$ cat src/rtl/input_acc_sched_pkg.sv
// Shared types and widths for the input accumulator scheduler.
package input_acc_sched_pkg;

  localparam int unsigned DATA_W = 16;

  typedef enum logic [1:0] {
    IDLE  = 2'd0,
    FILL  = 2'd1,
    DRAIN = 2'd2,
    DONE  = 2'd3
  } state_t;

endpackage

$ cat src/rtl/input_acc_row_cnt.sv
// Per-row fill counter: saturates at DEPTH, cleared after a drain.
module input_acc_row_cnt #(
  parameter  int unsigned DEPTH = 4,
  localparam int unsigned CNT_W = $clog2(DEPTH + 1)
) (
  input  logic             clk,
  input  logic             rst_n,
  input  logic             inc,
  input  logic             clr,
  output logic [CNT_W-1:0] count,
  output logic             full_c
);

  assign full_c = (count == CNT_W'(DEPTH));

  always_ff @(posedge clk or negedge rst_n) begin
    if (!rst_n) begin
      count <= '0;
    end else if (clr) begin
      count <= '0;
    end else if (inc && !full_c) begin
      count <= count + CNT_W'(1);
    end
  end

endmodule

$ cat src/rtl/input_acc_sched.sv
// Fills per-row input accumulators from host/nn writes, then drains them
// with a one-cycle-per-row skew for the systolic array.
module input_acc_sched
  import input_acc_sched_pkg::*;
#(
  parameter  int unsigned NUM_ROWS = 2,
  parameter  int unsigned DEPTH    = 4,
  localparam int unsigned ROW_W    = (NUM_ROWS > 1) ? $clog2(NUM_ROWS) : 1
) (
  input  logic                     clk,
  input  logic                     rst_n,
  input  logic                     host_valid,
  output logic                     host_ready,
  input  logic signed [DATA_W-1:0] host_data,
  input  logic [ROW_W-1:0]         host_row,
  input  logic                     nn_valid,
  output logic                     nn_ready,
  input  logic signed [DATA_W-1:0] nn_data,
  input  logic [ROW_W-1:0]         nn_row,
  input  logic                     start,
  output logic                     busy,
  output logic                     done,
  output logic [NUM_ROWS-1:0]      acc_valid_data_in,
  output logic [NUM_ROWS-1:0]      acc_valid_data_nn_in,
  output logic [NUM_ROWS-1:0]      acc_valid_in,
  output logic signed [DATA_W-1:0] acc_data_in,
  output logic signed [DATA_W-1:0] acc_data_nn_in
);

  localparam int unsigned CNT_W = $clog2(DEPTH + 1);
  localparam int unsigned C_W   = $clog2(NUM_ROWS + DEPTH + 1);

  state_t              state_q, state_d;
  logic [C_W-1:0]      c_q, c_d, c_sel, drain_end;
  logic                busy_d, done_d, clr;
  logic [NUM_ROWS-1:0] mask, av_d, full, inc;
  logic [CNT_W-1:0]    count [NUM_ROWS];
  logic                accept_ok, nn_fire, host_fire;

  // Writes only while filling, never alongside start; nn wins over host.
  assign accept_ok  = rst_n && !start && (state_q == IDLE || state_q == FILL);
  assign nn_ready   = accept_ok && (32'(nn_row) < NUM_ROWS) && !full[nn_row];
  assign host_ready = accept_ok && !nn_valid && (32'(host_row) < NUM_ROWS) && !full[host_row];
  assign nn_fire    = nn_valid && nn_ready;
  assign host_fire  = host_valid && host_ready;
  assign clr        = (state_q == DONE);

  for (genvar r = 0; r < NUM_ROWS; r++) begin : g_row
    assign inc[r] = (nn_fire && nn_row == ROW_W'(r)) || (host_fire && host_row == ROW_W'(r));

    input_acc_row_cnt #(.DEPTH(DEPTH)) u_cnt (
      .clk    (clk),
      .rst_n  (rst_n),
      .inc    (inc[r]),
      .clr    (clr),
      .count  (count[r]),
      .full_c (full[r])
    );
  end

  // Counts are frozen during DRAIN (no writes accepted), so they act as the snapshot.
  always_comb begin
    drain_end = '0;
    for (int r = 0; r < NUM_ROWS; r++) begin
      if (count[r] != '0 && (C_W'(r) + C_W'(count[r])) > drain_end) begin
        drain_end = C_W'(r) + C_W'(count[r]);
      end
    end
  end

  // Drain cycle whose pattern is loaded at the coming edge.
  assign c_sel = (state_q == DRAIN) ? c_q + C_W'(1) : '0;

  always_comb begin
    mask = '0;
    for (int r = 0; r < NUM_ROWS; r++) begin
      mask[r] = (c_sel >= C_W'(r)) && (c_sel < C_W'(r) + C_W'(count[r]));
    end
  end

  always_comb begin
    state_d = state_q;
    c_d     = c_q;
    busy_d  = busy;
    done_d  = 1'b0;
    av_d    = '0;
    unique case (state_q)
      IDLE: begin
        if (nn_fire || host_fire) state_d = FILL;
      end
      FILL: begin
        if (start) begin
          state_d = DRAIN;
          c_d     = '0;
          busy_d  = 1'b1;
          av_d    = mask;
        end
      end
      DRAIN: begin
        if (c_q == drain_end - C_W'(1)) begin
          state_d = DONE;
          done_d  = 1'b1;
        end else begin
          c_d  = c_q + C_W'(1);
          av_d = mask;
        end
      end
      DONE: begin
        state_d = IDLE;
        busy_d  = 1'b0;
        c_d     = '0;
      end
      default: state_d = IDLE;
    endcase
  end

  always_ff @(posedge clk or negedge rst_n) begin
    if (!rst_n) begin
      state_q              <= IDLE;
      c_q                  <= '0;
      busy                 <= 1'b0;
      done                 <= 1'b0;
      acc_valid_in         <= '0;
      acc_valid_data_in    <= '0;
      acc_valid_data_nn_in <= '0;
      acc_data_in          <= '0;
      acc_data_nn_in       <= '0;
    end else begin
      state_q              <= state_d;
      c_q                  <= c_d;
      busy                 <= busy_d;
      done                 <= done_d;
      acc_valid_in         <= av_d;
      acc_valid_data_nn_in <= nn_fire ? (NUM_ROWS'(1) << nn_row) : '0;
      acc_valid_data_in    <= host_fire ? (NUM_ROWS'(1) << host_row) : '0;
      if (nn_fire)   acc_data_nn_in <= nn_data;
      if (host_fire) acc_data_in    <= host_data;
    end
  end

endmodule

$ cat config.mk
export PLATFORM = sky130hd
export DESIGN_NAME = input_acc_sched
export DESIGN_NICKNAME = d
export VERILOG_FILES = /design/src/rtl/input_acc_sched_pkg.sv /design/src/rtl/input_acc_row_cnt.sv /design/src/rtl/input_acc_sched.sv
export SDC_FILE = /design/constraint.sdc
export NUM_CORES = 1
export LEC_CHECK = 0
export CORE_ASPECT_RATIO = 1.4
export CORE_MARGIN = 2
export CORE_UTILIZATION = 30
export CTS_CLUSTER_SIZE = 20
export DETAILED_ROUTE_END_ITERATION = 6
export GPL_ROUTABILITY_DRIVEN = 0
export GPL_TIMING_DRIVEN = 0
export HOLD_SLACK_MARGIN = 0.12
export PLACE_DENSITY = 0.54
export SLEW_MARGIN = 0
export SYNTH_ARGS = -nofsm -noshare
export SYNTH_HDL_FRONTEND = slang
export SYNTH_HIERARCHICAL = 1
export SYNTH_SLANG_ARGS = --single-unit
export TNS_END_PERCENT = 10
$ cat constraint.sdc
create_clock -name clk -period 4.7 [get_ports clk]
set_input_delay 0.705 -clock clk [delete_from_list [all_inputs] [get_ports clk]]
set_output_delay 0.705 -clock clk [all_outputs]
set_load 0.1 [all_outputs]
==> out/results.env, run 1 <==
CRIT_PATH_CELLS='inv_1 > ha_1 > ha_1 > nor2b_4 > o32ai_4 > nor2_1 > nor2_1 > a21oi_1 > ha_1 > xor2_2 > o221ai_1 > and2_0 > or3b_1 > buf_6 > a221oi_4 > mux2_4'
VIASPERCELL=4.65
SYN_AREA_UM2=2700
YS.WARNINGS.COUNT=6
SYNTH_SIMPLE_GATE_AREA_FRAC=0.124
YOSYS.AREA_SHARE.ADDER=0.0879
FMAX_GHz=0.240
SYNTH_COMPOUND_GATE_AREA_SHARE=0.0963
NETLIST_INSTANCES=229
HOLD_VIOLATIONS=0
FIRSTDRTPASSITERS=4
FINISH.NET_COUNT=374
TOP_FAMILY_BY_DELAY_ON_CRITICAL_PATH='adder cells'
FIN_WORST_HOLD_SLACK_NS=0.336
COUNT_OF_PLACED_STANDARD_CELLS_IN_THE_FINAL_LAYOUT_FILLERS_LEFT_OUT=424
DESIGN.CORE.AREA_UM2=8870
WORST_EP_ARRIVAL_TIME_NS=4.35
INITIAL_ANTENNA_VIOLATION_COUNT=0
WORST_SETUP_HOLD_PATH_CLK_SLEW_NS=0.07
TIMING.FINAL.MAX_SLEW_VIOLATIONS=0
PLACE_INST=416
SYNTH_XOR_AREA_FRAC=0.0157
DRV.MAX_CAP_VIOLATION_COUNT=0
CLK-INSERTION-DELAY-LATE_NS=0.29
FIRST_GLOBAL_VIAS=1943
DRT_ITER0_MARKERS=54
GRTUSAGETOTAL=0.125
POST_CTS.RESIZED_INSTANCES=0
YS_ASYNC_SR_FRACTION=1.00
SYNTH_TOP_FLOP_CELL='sky130_fd_sc_hd__dfrtp_1'
CLOCKBUFFERDEPTH=2
POST-ROUTE-DRC-COUNT=0
ROUTEDWLPERCELL_UM=13.8
CRITPATHMAXFANOUT=10
CRIT_TYPE='register to register'
LAYOUT_SETUP_WS_NS=0.525
DIE-AREA_UM2=9800
MIN-DELAY-PATH-CLASS='input pin to asynchronous set/reset pin'
DESIGN.PORTCOUNT=81
NUM_VIAS=1973
CLOCK-ROOT-BUFFER='sky130_fd_sc_hd__clkbuf_16'
DP_WORST_SETUP_SLACK_NS=0.495
POSTSYNTHREGISTERBITS=51
CTS_TREE='done'
POST-ROUTE-MIN-PERIOD_NS=4.18
STATUS='complete, no violations'
DRT.ANTENNA.VIOLATING_NETS=0
ROW_COUNT=41
PORT_BUFFERS=79
FINALCLOCKSKEW_NS=0.00264
CTS_HOLD_REPAIR.BUFFERS=0
INSERTEDDIODECOUNT=0
MAPPEDNETLISTNETS=287
POST_ROUTE_CELLS_DRIVE_ABOVE_1_SHARE=0.174
STARTING_UTILIZATION_OF_THE_CORE_AREA=0.305
GLOBAL_ROUTE_WIRE_LENGTH_BEFORE_REPAIR_UM=9720
SYNTH.DISTINCT_CELLS=44
POSTSYNTHAREAPERCELL_UM2=11.8
PERIOD_SHARE=0.888
DRT-TOTAL-WL_UM=5840
TRITONCTS_NUM_SINKS=51
KIND_OF_END_POINT_OF_THE_CRITICAL_PATH='register'
TIGHTESTPINTRANSITION_NS=1.01
FINALSETUPVIOLCOUNT=0
SYNTHTOLAYOUTAREAGROWTH_PCT=42.0
SYNTH.MUX.AREA_FRACTION=0.168
TYPE_OF_ORIGIN_OF_THE_CRITICAL_PATH='register'
H-TREE-DEPTH=2
TIMING.CRITICAL_PATH.MODE_CELL='sky130_fd_sc_hd__ha_1'
CRIT_BUF_INV=2
CTS_SETUP_BUFFERS=0
CRITICAL_PATH_REQUIRED_TIME_NS=4.87
FIN_SETUP_TNS_NS=0
DIE_W_UM=84.2
NUM_CTS_BUFFERS=5
WORST_SLEW_MARGIN_REL=0.323
MAIN_COMBINATIONAL_CELL_FAMILY_BY_AREA_AFTER_SYNTHESIS='multiplexers'
WORST_PATH_LARGEST_CELL_DELAY_NS=0.53
SYNTH_SEQUENTIAL_AREA_RATIO=0.472
DPL_HPWL_UM=4510
RSZ0062_AT_GRT='no'
COUNT_OF_FLIP_FLOPS_WITH_A_BUILT_IN_ENABLE_AFTER_SYNTHESIS=0
FP.DIEH_UM=116
OVERFLOW=0
SLOWEST_STAGE='sky130_fd_sc_hd__dfrtp_1'
LARGEST_NET_DEGREE_AT_THE_START_OF_GLOBAL_ROUTING=39
==> layout by cell type, fill, tap and decap left out, types with 5 or more instances in the layout <==
cell,instances
sky130_fd_sc_hd__clkdlybuf4s50_1,78
sky130_fd_sc_hd__dfrtp_1,51
sky130_fd_sc_hd__mux2_2,32
sky130_fd_sc_hd__ha_1,19
sky130_fd_sc_hd__inv_1,18
sky130_fd_sc_hd__nor2_1,12
sky130_fd_sc_hd__nand2_1,9
sky130_fd_sc_hd__a21oi_1,8
sky130_fd_sc_hd__nor3_1,7
sky130_fd_sc_hd__o21ai_0,7
sky130_fd_sc_hd__and2_1,6
sky130_fd_sc_hd__nor2b_1,6
sky130_fd_sc_hd__mux2i_1,5
sky130_fd_sc_hd__nand2b_1,5
sky130_fd_sc_hd__clkbuf_16,5
==> final timing paths <==
kind / from / to / slack [ns] / depth (start not counted)
min reg2reg: acc_data_nn_in[15] / acc_data_nn_in[15] / 0.50 / 1
max reg2reg: g_row[1].u_cnt/count[0] / state_q[1] / 0.52 / 16
min: rst_n / acc_data_in[5] / 0.34 / 1
max: g_row[1].u_cnt/count[0] / state_q[1] / 0.52 / 16
max in group asynchronous: rst_n / acc_data_nn_in[5] / 3.83 / 2
min in group clk: acc_data_nn_in[15] / acc_data_nn_in[15] / 0.50 / 1
==> layer usage <==
layer / wire, um / track usage / up-vias
li1: - / - / 978
met1: 2430 / 0.149 / 935
met2: 2990 / 0.219 / 50
met3: 273 / 0.0226 / 10
met4: 137 / 0.0591 / 0
met5: 0 / 0 / -
==> synthesized netlist by cell type (2+ instances only) <==
library cell,n,area share
sky130_fd_sc_hd__mux2i_1,5,0.019
sky130_fd_sc_hd__mux2_2,32,0.13
sky130_fd_sc_hd__clkbuf_1,2,0.0028
sky130_fd_sc_hd__nor3b_1,2,0.0056
sky130_fd_sc_hd__xor2_1,3,0.0097
sky130_fd_sc_hd__a21boi_2,2,0.0083
sky130_fd_sc_hd__nand2_1,9,0.012
sky130_fd_sc_hd__dfrtp_1,51,0.47
sky130_fd_sc_hd__and4b_1,2,0.0074
sky130_fd_sc_hd__or2_2,2,0.0046
sky130_fd_sc_hd__ha_1,19,0.088
sky130_fd_sc_hd__nand3b_1,3,0.0083
sky130_fd_sc_hd__o21a_1,2,0.0056
sky130_fd_sc_hd__nor2_1,12,0.017
sky130_fd_sc_hd__nor3_1,7,0.013
sky130_fd_sc_hd__a21oi_1,8,0.015
sky130_fd_sc_hd__inv_1,18,0.025
sky130_fd_sc_hd__o21ai_0,7,0.013
sky130_fd_sc_hd__mux2_4,3,0.017
sky130_fd_sc_hd__nor2b_1,6,0.014
sky130_fd_sc_hd__nand2b_1,5,0.012
sky130_fd_sc_hd__and2_1,6,0.014
sky130_fd_sc_hd__o32a_1,2,0.0074
==> logic make-up (layout without fill, tap and decap cells) <==
kind of cell    after synthesis  after routing
simple gates                 60             60
flops                        51             51
mux                          40             40
compound gates               32             32
buf+inv                      23            111
fa+ha+maj                    19             19
xor+xnor                      4              4
==> registers in the layout, summed over array words and instances (netlist names) <==
signal,count
acc_data_in,16
acc_valid_in,2
busy,1
acc_valid_data_in,2
c_q,3
done,1
acc_data_nn_in,16
acc_valid_data_nn_in,2
state_q,2
g_row.u_cnt/count,6
==> metrics by stage <==
stage,area (um^2),util
3_3_place_gp,3630,0.410
3_5_place_dp,3650,0.411
4_1_cts,3840,0.433
2_1_floorplan,2710,-
6_report,3840,0.433
5_1_grt,3840,0.433
==> cell type report <==
type                            count  area (um^2)
Fill cell                         851         5040
Multi-Input combinational cell    155         1340
Sequential cell                    51         1280
Timing Repair Buffer               80          806
Tap cell                          107          134
Clock buffer                        6          129
Inverter                           18         67.6
Clock inverter                      2         60.1
Buffer                              5         27.5
Power of run 1 is left out: the tool's default activity adds up to more than one toggle a clock period on the data nets, which glitch-free logic cannot reach.
==> run 2, diff against run 1 <==
--- a/config.mk
+++ b/config.mk
@@ -11,9 +11,8 @@
 export CTS_CLUSTER_SIZE = 20
 export DETAILED_ROUTE_END_ITERATION = 6
 export GPL_ROUTABILITY_DRIVEN = 0
-export GPL_TIMING_DRIVEN = 0
-export HOLD_SLACK_MARGIN = 0.12
 export PLACE_DENSITY = 0.54
+export REMOVE_ABC_BUFFERS = 1
 export SLEW_MARGIN = 0
 export SYNTH_ARGS = -nofsm -noshare
 export SYNTH_HDL_FRONTEND = slang
==> run 2 against run 1 <==
Against the previous run:
- sequential share of layout area rose by 0.42 points
- die area unchanged
- worst hold slack better by 0.17 ns
- critical path depth shrank 1
- wire length rose by 0.33%
- maximum frequency up 1.9%
- critical endpoint unchanged
==> out/results.env, run 2 (synthesis results as in run 1) <==
STATUS='complete, no violations'  # unchanged
DESIGN.CORE.AREA_UM2=8870  # unchanged
CRIT_TYPE='register to register'  # unchanged
GRTUSAGETOTAL=0.125  # about the same
NUM_CTS_BUFFERS=5  # unchanged
CLOCK-ROOT-BUFFER='sky130_fd_sc_hd__clkbuf_16'  # unchanged
TRITONCTS_NUM_SINKS=51  # unchanged
NUM_VIAS=1985  # was 1,973
CRITPATHMAXFANOUT=10  # unchanged
DRT_ITER0_MARKERS=73  # was 54
FINAL_COMMON_CELL='sky130_fd_sc_hd__clkdlybuf4s50_1'  # unchanged
KIND_OF_END_POINT_OF_THE_CRITICAL_PATH='register'  # unchanged
DP_WORST_SETUP_SLACK_NS=0.613  # was 0.495 ns
FIRSTDRTPASSITERS=6  # was 4
POST-ROUTE-MIN-PERIOD_NS=4.10  # was 4.18 ns
POST-ROUTE-DRC-COUNT=0  # unchanged
HOLD_VIOLATIONS=0  # unchanged
DESIGN.PORTCOUNT=81  # unchanged
CRITICAL_PATH.REG2REG.STARTPOINT='g_row[1].u_cnt/count[0]'  # unchanged
INSERTEDDIODECOUNT=0  # unchanged
CLK-INSERTION-DELAY-LATE_NS=0.29  # about the same
SLOWEST_STAGE='sky130_fd_sc_hd__or3b_1'  # was sky130_fd_sc_hd__dfrtp_1
CRITICAL_PATH_REQUIRED_TIME_NS=4.88  # was 4.87 ns
STARTING_UTILIZATION_OF_THE_CORE_AREA=0.305  # unchanged
FMAX_GHz=0.244  # was 0.240 GHz
MOST-COMMON-LAYOUT-CELLS='77 x sky130_fd_sc_hd__clkdlybuf4s50_1, 51 x sky130_fd_sc_hd__dfrtp_1, 32 x sky130_fd_sc_hd__mux2_2, 19 x sky130_fd_sc_hd__ha_1, 18 x sky130_fd_sc_hd__inv_1'  # was 78 x sky130_fd_sc_hd__clkdlybuf4s50_1, 51 x sky130_fd_sc_hd__dfrtp_1, 32 x sky130_fd_sc_hd__mux2_2, 19 x sky130_fd_sc_hd__ha_1, 18 x sky130_fd_sc_hd__inv_1
RSZ0062_AT_GRT='no'  # unchanged
WORST_EP_ARRIVAL_TIME_NS=4.28  # was 4.35 ns
DRT.ANTENNA.VIOLATING_NETS=0  # unchanged
DIE-AREA_UM2=9800  # unchanged
PORT_BUFFERS=80  # was 79
FINALSETUPVIOLCOUNT=0  # unchanged
CTS_TREE='done'  # unchanged
CLOCKBUFFERDEPTH=2  # unchanged
TYPE_OF_ORIGIN_OF_THE_CRITICAL_PATH='register'  # unchanged
ROW_COUNT=41  # unchanged
REG2REG_SLACK_NS=0.60  # was 0.52 ns
FIRST_GLOBAL_VIAS=1906  # was 1,943
WORST_HOLD_STARTPOINT='acc_data_nn_in[9]'
TOP_FAMILY_BY_DELAY_ON_CRITICAL_PATH='simple AND/OR/NAND/NOR gates'  # was adder cells
GLOBAL_ROUTE_WIRE_LENGTH_BEFORE_REPAIR_UM=9610  # was 9720 um
FINISH.NET_COUNT=372  # was 374
ROUTEDWLPERCELL_UM=13.9  # was 13.8 um
H-TREE-DEPTH=2  # unchanged
CRIT-REG2REG-CAPTURE='state_q[1]'  # unchanged
CRIT_PATH_CELLS='inv_1 > ha_1 > ha_1 > nor2b_4 > o32ai_4 > nor2_1 > nor2_1 > a21oi_1 > ha_1 > xor2_2 > o2111ai_1 > and2_0 > or3b_1 > a221oi_4 > mux2_4'  # was inv_1 > ha_1 > ha_1 > nor2b_4 > o32ai_4 > nor2_1 > nor2_1 > a21oi_1 > ha_1 > xor2_2 > o221ai_1 > and2_0 > or3b_1 > buf_6 > a221oi_4 > mux2_4
POST_CTS.RESIZED_INSTANCES=0  # unchanged
LAYOUT_SETUP_WS_NS=0.604  # was 0.525 ns
DRT-TOTAL-WL_UM=5860  # was 5840 um
WHS_PATH_DEPTH=1
R2R.WORST_PATH.CELLS=15  # was 16
DPL_HPWL_UM=4480  # was 4510 um
TIMING.CRITICAL_PATH.MODE_CELL='sky130_fd_sc_hd__ha_1'  # unchanged
TOP_REGS='acc_data_in: 16 flops, acc_data_nn_in: 16 flops, g_row.u_cnt/count: 6 flops'  # unchanged
DRV.MAX_CAP_VIOLATION_COUNT=0  # unchanged
FP.DIEH_UM=116  # unchanged
LARGEST_NET_DEGREE_AT_THE_START_OF_GLOBAL_ROUTING=52  # was 39
OVERFLOW=0  # unchanged
INITIAL_ANTENNA_VIOLATION_COUNT=0  # unchanged
WORST_SLEW_MARGIN_REL=0.325  # was 0.323
SYNTHTOLAYOUTAREAGROWTH_PCT=40.2  # was 42.0%
CTS_SETUP_BUFFERS=0  # unchanged
PERIOD_SHARE=0.872  # was 0.888
WORST_SETUP_HOLD_PATH_CLK_SLEW_NS=0.07  # about the same
TIGHTESTPINTRANSITION_NS=1.01  # about the same
MIN-DELAY-PATH-CLASS='register to register'  # was input pin to asynchronous set/reset pin
FINALCLOCKSKEW_NS=0.00491  # was 0.00264 ns
WORST_PATH_LARGEST_CELL_DELAY_NS=0.53  # about the same
TIMING.FINAL.MAX_SLEW_VIOLATIONS=0  # unchanged
CRIT_BUF_INV=1  # was 2
DIE_W_UM=84.2  # unchanged
VIASPERCELL=4.71  # was 4.65
CTS_HOLD_REPAIR.BUFFERS=0  # unchanged
HOLD_PATH_END='acc_data_nn_in[9]'
POST_ROUTE_CELLS_DRIVE_ABOVE_1_SHARE=0.182  # was 0.174
run 2: cell count changes in the layout (fill, tap and decap cells not counted), sizes merged:
cell	delta
clkbuf	-3
clkinvlp	+1
bufinv	-1
clkdlybuf4s50	-1
buf	+1
run 2: worst register-to-register path, delay by kind of cell (launching register included):
family	cells	cell delay (ns)
AO/OA/AOI/OAI	4	0.76
XOR/XNOR	1	0.17
adder cells (fa/ha/maj)	3	1.05
buffers and inverters	1	0.10
flip-flops	1	0.51
multiplexers	1	0.32
AND/OR/NAND/NOR	5	1.08
run 2: final cells by class:
type	count	area (um^2)
clock buffers	5	125
clock inverters	2	37.5
fillers	839	5080
inverters	18	67.6
multi-input cells	155	1340
flip-flops and latches	51	1280
well taps	107	134
repair buffers	83	813
run 2: worst max path at each step:
| stage | startpoint | endpoint | cells after the start | slack (ns) |
|---|---|---|---|---|
| floorplan | g_row[0].u_cnt/count[0] | host_ready | 5 | -1.67 |
| global placement | g_row[1].u_cnt/count[0] | state_q[1] | 15 | 0.70 |
| detailed placement | g_row[1].u_cnt/count[0] | state_q[1] | 15 | 0.61 |
| CTS | g_row[1].u_cnt/count[0] | state_q[1] | 15 | 0.60 |
| global route | g_row[1].u_cnt/count[0] | state_q[1] | 15 | 0.37 |
| finish | g_row[1].u_cnt/count[0] | state_q[1] | 15 | 0.60 |
run 2: layer usage:
layer  vias to the layer above  wire (um)  share of wire  global-route usage
met5                         -          0              0                   0
met4                         0        120          0.020              0.0581
met3                         7        324          0.055              0.0261
met2                        58       2820           0.48               0.201
met1                       954       2590           0.44               0.162
li1                        966          -              -                   -
run 2: metrics by stage:
| step | cells | utilization | cell area (um^2) | hold slack (ns) | TNS (ns) |
|---|---|---|---|---|---|
| 3_5_place_dp | 414 | 0.409 | 3630 | 0.495 | 0 |
| 3_3_place_gp | 414 | 0.409 | 3630 | 0.487 | 0 |
| 6_report | 421 | 0.427 | 3790 | 0.505 | 0 |
| 2_1_floorplan | 224 | - | 2680 | 0.409 | -6.22 |
| 4_1_cts | 421 | 0.427 | 3790 | 0.510 | 0 |
| 5_1_grt | 421 | 0.427 | 3790 | 0.521 | 0 |
Power of run 2 is left out for the same reason.
==> run 3, diff against run 2 <==
--- a/config.mk
+++ b/config.mk
@@ -6,8 +6,8 @@
 export NUM_CORES = 1
 export LEC_CHECK = 0
 export CORE_ASPECT_RATIO = 1.4
-export CORE_MARGIN = 2
 export CORE_UTILIZATION = 30
+export CTS_CLUSTER_DIAMETER = 120
 export CTS_CLUSTER_SIZE = 20
 export DETAILED_ROUTE_END_ITERATION = 6
 export GPL_ROUTABILITY_DRIVEN = 0
==> run 3 against run 2 <==
Against the previous run:
- flip-flop and latch count unchanged
- worst hold slack about the same
- cell count down 0.24%
- critical path type unchanged
- highest routed layer unchanged
- largest cell class unchanged
- critical path depth unchanged
- non-clock buffer count unchanged
- wire length up 1.3%
- register-to-register slack worse by 0.04 ns
- count of clock-buffer cells in the layout up 1
- global-route usage up 0.85 points
==> out/results.env, run 3 (synthesis results as in run 1) <==
STATUS='complete, no violations'  # unchanged
TRITONCTS_NUM_SINKS=51  # unchanged
H-TREE-DEPTH=2  # unchanged
GLOBAL_ROUTE_WIRE_LENGTH_BEFORE_REPAIR_UM=9480  # was 9610 um
TIMING.CRITICAL_PATH.TO='state_q[1]'  # unchanged
LAYOUT_SETUP_WS_NS=0.562  # was 0.604 ns
DRT.ANTENNA.VIOLATING_NETS=0  # unchanged
TYPE_OF_ORIGIN_OF_THE_CRITICAL_PATH='register'  # unchanged
MIN-DELAY-PATH-CLASS='register to register'  # unchanged
DPL_HPWL_UM=4500  # was 4480 um
CTS_TREE='done'  # unchanged
R2R.WORST_PATH.CELLS=15  # unchanged
CRITICAL_PATH_START='g_row[1].u_cnt/count[0]'  # unchanged
ROW_COUNT=40  # was 41
INSERTEDDIODECOUNT=0  # unchanged
AREA_TAKEN_BY_FLIP_FLOPS_AND_LATCHES_UM2=1280  # unchanged
POST_CTS.RESIZED_INSTANCES=0  # unchanged
POST-ROUTE-DRC-COUNT=0  # unchanged
ROUTEDWLPERCELL_UM=14.1  # was 13.9 um
PORT_BUFFERS=80  # unchanged
KIND_OF_END_POINT_OF_THE_CRITICAL_PATH='register'  # unchanged
CLOCKBUFFERDEPTH=2  # unchanged
NUM_VIAS=1973  # was 1,985
PERIOD_SHARE=0.880  # was 0.872
WORST_SETUP_HOLD_PATH_CLK_SLEW_NS=0.07  # about the same
DP_WORST_SETUP_SLACK_NS=0.585  # was 0.613 ns
CRIT_TYPE='register to register'  # unchanged
WORST_SLEW_MARGIN_REL=0.342  # was 0.325
DESIGN.CORE.AREA_UM2=8660  # was 8870 um^2
FP.DIEH_UM=114  # was 116 um
DIE-AREA_UM2=9400  # was 9800 um^2
FMAX_GHz=0.242  # was 0.244 GHz
CRITICAL_PATH_REQUIRED_TIME_NS=4.87  # was 4.88 ns
CTS_SETUP_BUFFERS=0  # unchanged
POST-ROUTE-MIN-PERIOD_NS=4.14  # was 4.10 ns
FINAL_COMMON_CELL='sky130_fd_sc_hd__clkdlybuf4s50_1'  # unchanged
FINISH.NET_COUNT=372  # unchanged
CLOCK-ROOT-BUFFER='sky130_fd_sc_hd__clkbuf_16'  # unchanged
CTS_HOLD_REPAIR.BUFFERS=0  # unchanged
NUMBER_OF_INSERTED_FILLER_CELLS_IN_THE_FINAL_LAYOUT=820  # was 839
POST_ROUTE_CELLS_DRIVE_ABOVE_1_SHARE=0.184  # was 0.182
ROUTED-WL-MET3_UM=339  # was 324 um
WORST_EP_ARRIVAL_TIME_NS=4.31  # was 4.28 ns
CRIT-REG2REG-CAPTURE='state_q[1]'  # unchanged
REG2REG_SLACK_NS=0.56  # was 0.60 ns
INITIAL_ANTENNA_VIOLATION_COUNT=0  # unchanged
CRITICAL_PATH.REG2REG.STARTPOINT='g_row[1].u_cnt/count[0]'  # unchanged
HOLD_VIOLATIONS=0  # unchanged
VIASPERCELL=4.70  # was 4.71
ROUTE.MET2.WL_UM=2980  # was 2820 um
TOP_LAYER='met4'  # unchanged
DIE_W_UM=82.2  # was 84.2 um
DRT-TOTAL-WL_UM=5930  # was 5860 um
FINALCLOCKSKEW_NS=0.00616  # was 0.00491 ns
RSZ0062_AT_GRT='no'  # unchanged
NUM_CTS_BUFFERS=5  # unchanged
WL_MET1_UM=2510  # was 2590 um
TIGHTESTPINTRANSITION_NS=0.984  # was 1.01 ns
GRTUSAGETOTAL=0.134  # was 0.125
FINALCOREUTILIZATION=0.439  # was 0.427
DRT_ITER0_MARKERS=63  # was 73
DESIGN.PORTCOUNT=81  # unchanged
FINALSETUPVIOLCOUNT=0  # unchanged
FIRST_GLOBAL_VIAS=1942  # was 1,906
TOP_REGS='acc_data_in: 16 flops, acc_data_nn_in: 16 flops, g_row.u_cnt/count: 6 flops'  # unchanged
COMBINED_AREA_OF_THE_MULTI_INPUT_LOGIC_CELLS_UM2=1340  # unchanged
MOST-COMMON-LAYOUT-CELLS='77 x sky130_fd_sc_hd__clkdlybuf4s50_1, 51 x sky130_fd_sc_hd__dfrtp_1, 32 x sky130_fd_sc_hd__mux2_2, 19 x sky130_fd_sc_hd__ha_1, 18 x sky130_fd_sc_hd__inv_1'  # unchanged
STARTING_UTILIZATION_OF_THE_CORE_AREA=0.312  # was 0.305
TIMING.FINAL.MAX_SLEW_VIOLATIONS=0  # unchanged
FIN_SETUP_TNS_NS=0  # unchanged
CRITPATHMAXFANOUT=10  # unchanged
SYNTHTOLAYOUTAREAGROWTH_PCT=40.5  # was 40.2%
FIN_WORST_HOLD_SLACK_NS=0.505  # about the same
CLK-INSERTION-DELAY-LATE_NS=0.29  # about the same
FIRSTDRTPASSITERS=4  # was 6
OVERFLOW=0  # unchanged
LARGEST_NET_DEGREE_AT_THE_START_OF_GLOBAL_ROUTING=52  # unchanged
DRV.MAX_CAP_VIOLATION_COUNT=0  # unchanged
-- run 3: worst min path at each step --
| stage | slack (ns) | depth (start not counted) | startpoint | to |
|---|---|---|---|---|
| finish | 0.50 | 1 | acc_data_in[14] | acc_data_in[14] |
| floorplan | 0.41 | 0 | rst_n | acc_data_in[0] |
| detailed placement | 0.49 | 1 | acc_data_nn_in[14] | acc_data_nn_in[14] |
| global placement | 0.49 | 1 | acc_data_nn_in[15] | acc_data_nn_in[15] |
| CTS | 0.51 | 1 | acc_data_nn_in[14] | acc_data_nn_in[14] |
| global route | 0.52 | 1 | acc_data_in[4] | acc_data_in[4] |
-- run 3: cell type report --
| type | count | share of cell area |
|---|---|---|
| multi-input cells | 155 | 0.352 |
| flip-flops and latches | 51 | 0.336 |
| repair buffers | 83 | 0.214 |
| clock buffers | 6 | 0.0365 |
| well taps | 105 | 0.0346 |
| inverters | 18 | 0.0178 |
| clock inverters | 2 | 0.00922 |
-- run 3: critical path, stage by stage, from the launching register on --
cell and delay (ns):
sky130_fd_sc_hd__dfrtp_1 0.51, sky130_fd_sc_hd__inv_1 0.10, sky130_fd_sc_hd__ha_1 0.34, sky130_fd_sc_hd__ha_1 0.34, sky130_fd_sc_hd__nor2b_4 0.15, sky130_fd_sc_hd__o32ai_4 0.25, sky130_fd_sc_hd__nor2_1 0.14, sky130_fd_sc_hd__nor2_1 0.11
sky130_fd_sc_hd__a21oi_1 0.05, sky130_fd_sc_hd__ha_1 0.33, sky130_fd_sc_hd__xor2_2 0.17, sky130_fd_sc_hd__o2111ai_1 0.11, sky130_fd_sc_hd__and2_0 0.17, sky130_fd_sc_hd__or3b_1 0.53, sky130_fd_sc_hd__a221oi_4 0.38, sky130_fd_sc_hd__mux2_4 0.32
-- run 3: metrics by stage --
stage / instances / cell area, um^2
detailed placement: 412 / 3630
CTS: 420 / 3800
global route: 420 / 3800
finish: 420 / 3800
floorplan: 224 / 2680
global placement: 412 / 3630
-- run 3: metal layers --
| metal | track usage | up-vias |
|---|---|---|
| li1 | - | 968 |
| met1 | 0.164 | 946 |
| met2 | 0.225 | 54 |
| met3 | 0.0255 | 5 |
| met4 | 0.0526 | 0 |
| met5 | 0 | - |
Power of run 3 is left out for the same reason.
